## config.mk

```make
export PLATFORM = sky130hd
export DESIGN_NAME = cdc_handshake_tx
export DESIGN_NICKNAME = d
export VERILOG_FILES = /design/src/rtl/cdc_pkg.sv /design/src/rtl/sync_bit.sv /design/src/rtl/cdc_handshake_tx.sv
export SDC_FILE = /design/constraint.sdc
export NUM_CORES = 1
export LEC_CHECK = 0
export ABC_AREA = 0
export CAP_MARGIN = 20
export CORE_AREA = 2 2 39 41
export CTS_CLUSTER_DIAMETER = 150
export DETAILED_ROUTE_END_ITERATION = 7
export DIE_AREA = 0 0 41 43
export PLACE_DENSITY_LB_ADDON = 0.15
export SETUP_SLACK_MARGIN = 0.3
export SLEW_MARGIN = 20
export SYNTH_ARGS = -nofsm -noshare
export SYNTH_HDL_FRONTEND = slang
export SYNTH_SLANG_ARGS = --single-unit
```

## constraint.sdc

```tcl
create_clock -name clk -period 1.78 [get_ports clk]
set_input_delay 0.178 -clock clk [delete_from_list [all_inputs] [get_ports clk]]
set_output_delay 0.178 -clock clk [all_outputs]
set_load 0.05 [all_outputs]
```

## src/rtl/cdc_pkg.sv

```systemverilog
// Shared types and defaults for the toggle-handshake CDC transmitter and its receiver.
package cdc_pkg;

    typedef enum logic [0:0] {
        StIdle    = 1'b0,
        StWaitAck = 1'b1
    } tx_state_e;

    localparam int unsigned DefaultDataW      = 8;
    localparam int unsigned DefaultSyncStages = 2;
    localparam int unsigned TimeoutCntW       = 16;

endpackage

```

## src/rtl/sync_bit.sv

```systemverilog
// Multi-flop single-bit synchronizer; shared by the CDC transmitter and receiver.
module sync_bit #(
    parameter int unsigned SYNC_STAGES = 2
) (
    input  logic clk,
    input  logic reset,
    input  logic d,
    output logic q
);

    logic [SYNC_STAGES-1:0] sync_q;

    always_ff @(posedge clk or posedge reset) begin
        if (reset) begin
            sync_q <= '0;
        end else begin
            sync_q <= {sync_q[SYNC_STAGES-2:0], d};
        end
    end

    assign q = sync_q[SYNC_STAGES-1];

endmodule

```

## src/rtl/cdc_handshake_tx.sv

```systemverilog
// Source side of a two-phase (toggle) req/ack CDC handshake carrying one payload per transfer.
// Optional ack watchdog enabled by defining CDC_TX_TIMEOUT_EN.
module cdc_handshake_tx
    import cdc_pkg::*;
#(
    parameter int unsigned DATA_W         = DefaultDataW,
    parameter int unsigned SYNC_STAGES    = DefaultSyncStages,
    parameter int unsigned TIMEOUT_CYCLES = 1024
) (
    input  logic              clk,
    input  logic              reset,
    input  logic              in_valid,
    input  logic [DATA_W-1:0] in_data,
    output logic              in_ready,
    output logic              xfer_req,
    output logic [DATA_W-1:0] xfer_data,
    input  logic              xfer_ack,
    output logic              busy,
    output logic              timeout_err
);

    tx_state_e         state_q;
    logic              in_ready_q;
    logic              xfer_req_q;
    logic [DATA_W-1:0] xfer_data_q;
    logic              ack_s;
    logic              accept;

    sync_bit #(
        .SYNC_STAGES(SYNC_STAGES)
    ) u_ack_sync (
        .clk  (clk),
        .reset(reset),
        .d    (xfer_ack),
        .q    (ack_s)
    );

    assign accept = (state_q == StIdle) && in_ready_q && in_valid;

    always_ff @(posedge clk or posedge reset) begin
        if (reset) begin
            state_q     <= StIdle;
            in_ready_q  <= 1'b0;
            xfer_req_q  <= 1'b0;
            xfer_data_q <= '0;
        end else begin
            case (state_q)
                StIdle: begin
                    // in_ready stays low out of reset until the first edge.
                    if (!in_ready_q) begin
                        in_ready_q <= 1'b1;
                    end else if (accept) begin
                        xfer_data_q <= in_data;
                        xfer_req_q  <= ~xfer_req_q;
                        in_ready_q  <= 1'b0;
                        state_q     <= StWaitAck;
                    end
                end
                StWaitAck: begin
                    if (ack_s == xfer_req_q) begin
                        in_ready_q <= 1'b1;
                        state_q    <= StIdle;
                    end
                end
                default: begin
                    state_q <= StIdle;
                end
            endcase
        end
    end

    assign in_ready  = in_ready_q;
    assign xfer_req  = xfer_req_q;
    assign xfer_data = xfer_data_q;
    assign busy      = (state_q != StIdle);

`ifdef CDC_TX_TIMEOUT_EN
    localparam logic [TimeoutCntW:0] TimeoutLimit = TIMEOUT_CYCLES[TimeoutCntW:0];

    logic [TimeoutCntW-1:0] tmo_cnt_q;
    logic [TimeoutCntW:0]   tmo_cnt_inc;
    logic                   timeout_err_q;

    assign tmo_cnt_inc = {1'b0, tmo_cnt_q} + {{TimeoutCntW{1'b0}}, 1'b1};

    // Watchdog only flags; the FSM keeps waiting for the ack.
    always_ff @(posedge clk or posedge reset) begin
        if (reset) begin
            tmo_cnt_q     <= '0;
            timeout_err_q <= 1'b0;
        end else if (accept) begin
            tmo_cnt_q <= '0;
        end else if (state_q == StWaitAck) begin
            if (!tmo_cnt_inc[TimeoutCntW]) begin
                tmo_cnt_q <= tmo_cnt_inc[TimeoutCntW-1:0];
            end
            if (tmo_cnt_inc >= TimeoutLimit) begin
                timeout_err_q <= 1'b1;
            end
        end
    end

    assign timeout_err = timeout_err_q;
`else
    logic unused_timeout_cfg;
    assign unused_timeout_cfg = ^TIMEOUT_CYCLES;
    assign timeout_err        = 1'b0;
`endif

endmodule

```

==> flow_metrics.py <==
metrics = {
    "global_routing": {
        "grt_use_met2": 0.213,
        "grt_first_pass_wirelength_um": 1440,
        "grt_max_degree": 14,
        "grt_pass1_vias": 338,
        "grt_remaining_overflow": 0,
        "grtUsageTotal": 0.122,
        "met3_usage": 0.0366,
        "busiest_layer": "met2",
        "antenna_found_initial": 0,
        "met1_usage": 0.129,
    },
    "yosys": {
        "ys_types": 11,
        "synth_top_area_share": 0.622,
        "syn_inst": 31,
        "ys_seq_area_frac": 0.622,
        "ys_ff_latch": 13,
        "yosysWarnings": 0,
        "yosys.area.top_type": "dfrtp_1",
        "synth_area_sq_um": 523,
        "syn_nets": 43,
        "avgSynthCellArea_sq_um": 16.9,
        "netlist_top_cells_area": "dfrtp_1 62%, mux2_4 20%, nand3b_4 3.8%",
    },
    "route": {
        "drtIter0Drc": 2,
        "wl_per_cell_um": 12.3,
        "final_antenna_net_count": 0,
        "vias": 313,
        "drtPass1Iterations": 2,
        "via_per_inst": 4.41,
        "drt-total-wl_um": 876,
        "drc": 0,
    },
    "clock_tree": {
        "cts_setup_buffers": 0,
        "holdBufCountCts": 0,
        "cts_buffers": 3,
        "cts_root_buffer": "clkbuf_4",
        "clock-sinks": 13,
        "h-tree-depth": 1,
        "cts_tree": "built",
        "clkTransAtPathRegs_ps": 80,
        "clockBufferDepth": 2,
        "clk_latency_ps": 260,
        "cts_resized": 11,
    },
    "setup_path": {
        "crit_chain": "dlygate4sd2_1",
        "critPathTopFamily": "buffers and inverters",
        "critPathBufInv": 1,
        "startpoint_type": "register",
        "criticalPathCategory": "reg -> out",
        "rrSetupSlack_ps": 640,
        "end_kind": "output port",
        "critPathSlowestCell": "dlygate4sd2_1",
        "reg2reg_to": "xfer_data[6]",
        "cp_data_arrival_time_ps": 1210,
        "cp_data_required_time_ps": 1600,
        "r2r_cells": 2,
        "r2r-start": "busy",
        "path_max_fanout": 3,
        "max_stage_delay_ps": 550,
    },
    "outcome": {
        "outcome": "complete, no violations",
    },
    "floorplan": {
        "io_pins": 24,
        "die_h_um": 43,
        "core_sq_mm": 0.00138,
        "rows": 14,
        "start_util": 0.378,
        "die_x_um": 41,
        "dieArea_sq_mm": 0.00176,
    },
    "timing": {
        "setup_tns_ps": 0,
        "rsz0062_at_grt": "false",
        "final_hold_viol_count": 0,
        "post-route-period-util": 0.782,
        "skew_ps": 4.61,
        "fmax_mhz": 719,
        "fin_crit_ps": 1390,
        "slew_viol_final": 0,
        "setup_viol": 0,
    },
    "min_path": {
        "hold_class": "in -> async",
    },
    "cells_and_area": {
        "diodes": 0,
        "drive_gt1_frac": 0.218,
        "final_common_cell": "dfrtp_1",
        "syn_to_final_growth_pct": 44.7,
        "layout_common_cells": "13 x dfrtp_1, 11 x clkdlybuf4s50_1, 11 x dlygate4sd2_1",
        "layout.nets": 68,
    },
    "place": {
        "portBuffers": 22,
        "gp_congestion": 0.538,
    },
    "job": {
        "drv_cap": 0,
    },
}
layout make-up:
type / instances / area (sq um)
inverters: 2 / 7.51
repair buffers: 22 / 206
well taps: 16 / 20.0
multi-input cells: 14 / 171
fillers: 126 / 627
flip-flops and latches: 13 / 325
clock buffers: 4 / 26.3
sequential cells by signal (all words and copies together), names as in the netlist:
signal             count
xfer_data              8
u_ack_sync.sync_q      2
in_ready               1
busy                   1
xfer_req               1
through the flow:
stage / hold slack (ps) / setup slack (ps) / cells / instance area, sq um / utilization
floorplan: 55.0 / 347 / 31 / 523 / -
finish: 237 / 388 / 71 / 757 / 0.547
CTS: 256 / 375 / 71 / 757 / 0.547
global placement: 333 / 401 / 67 / 744 / 0.538
global route: 267 / 329 / 71 / 757 / 0.547
detailed placement: 353 / 386 / 67 / 744 / 0.538
cells in the mapped netlist, drive strengths merged:
library cell / number
buf: 2
conb: 1
dfrtp: 13
inv: 2
mux2: 8
nand3b: 1
o21ai: 1
o31a: 1
xnor2: 2
worst max-delay path by stage:
stage	cells past startpoint	slack [ps]	end	startpoint
floorplan	3	350	xfer_data[1]	busy
global placement	1	400	in_ready	in_ready
detailed placement	1	390	in_ready	in_ready
CTS	1	380	in_ready	in_ready
global route	1	330	in_ready	in_ready
finish	1	390	in_ready	in_ready
cell families (layout without fill, tap and decap cells):
group	after synthesis	count (layout)	synth area share
AO/OA/AOI/OAI	2	2	0.0263
XOR/XNOR	2	2	0.0335
buffers and inverters	4	28	0.0502
flip-flops	13	13	0.622
multiplexers	8	8	0.222
other	1	1	0.00717
AND/OR/NAND/NOR	1	1	0.0383
routing by layer:
metal | vias to the layer above | part of all wire
met2 | 16 | 0.53
met1 | 149 | 0.39
met4 | 0 | 0
met3 | 0 | 0.081
met5 | - | 0
li1 | 148 | -
Power is left out: the tool's default activity adds up to more than one toggle a clock period on the data nets, which glitch-free logic cannot reach.
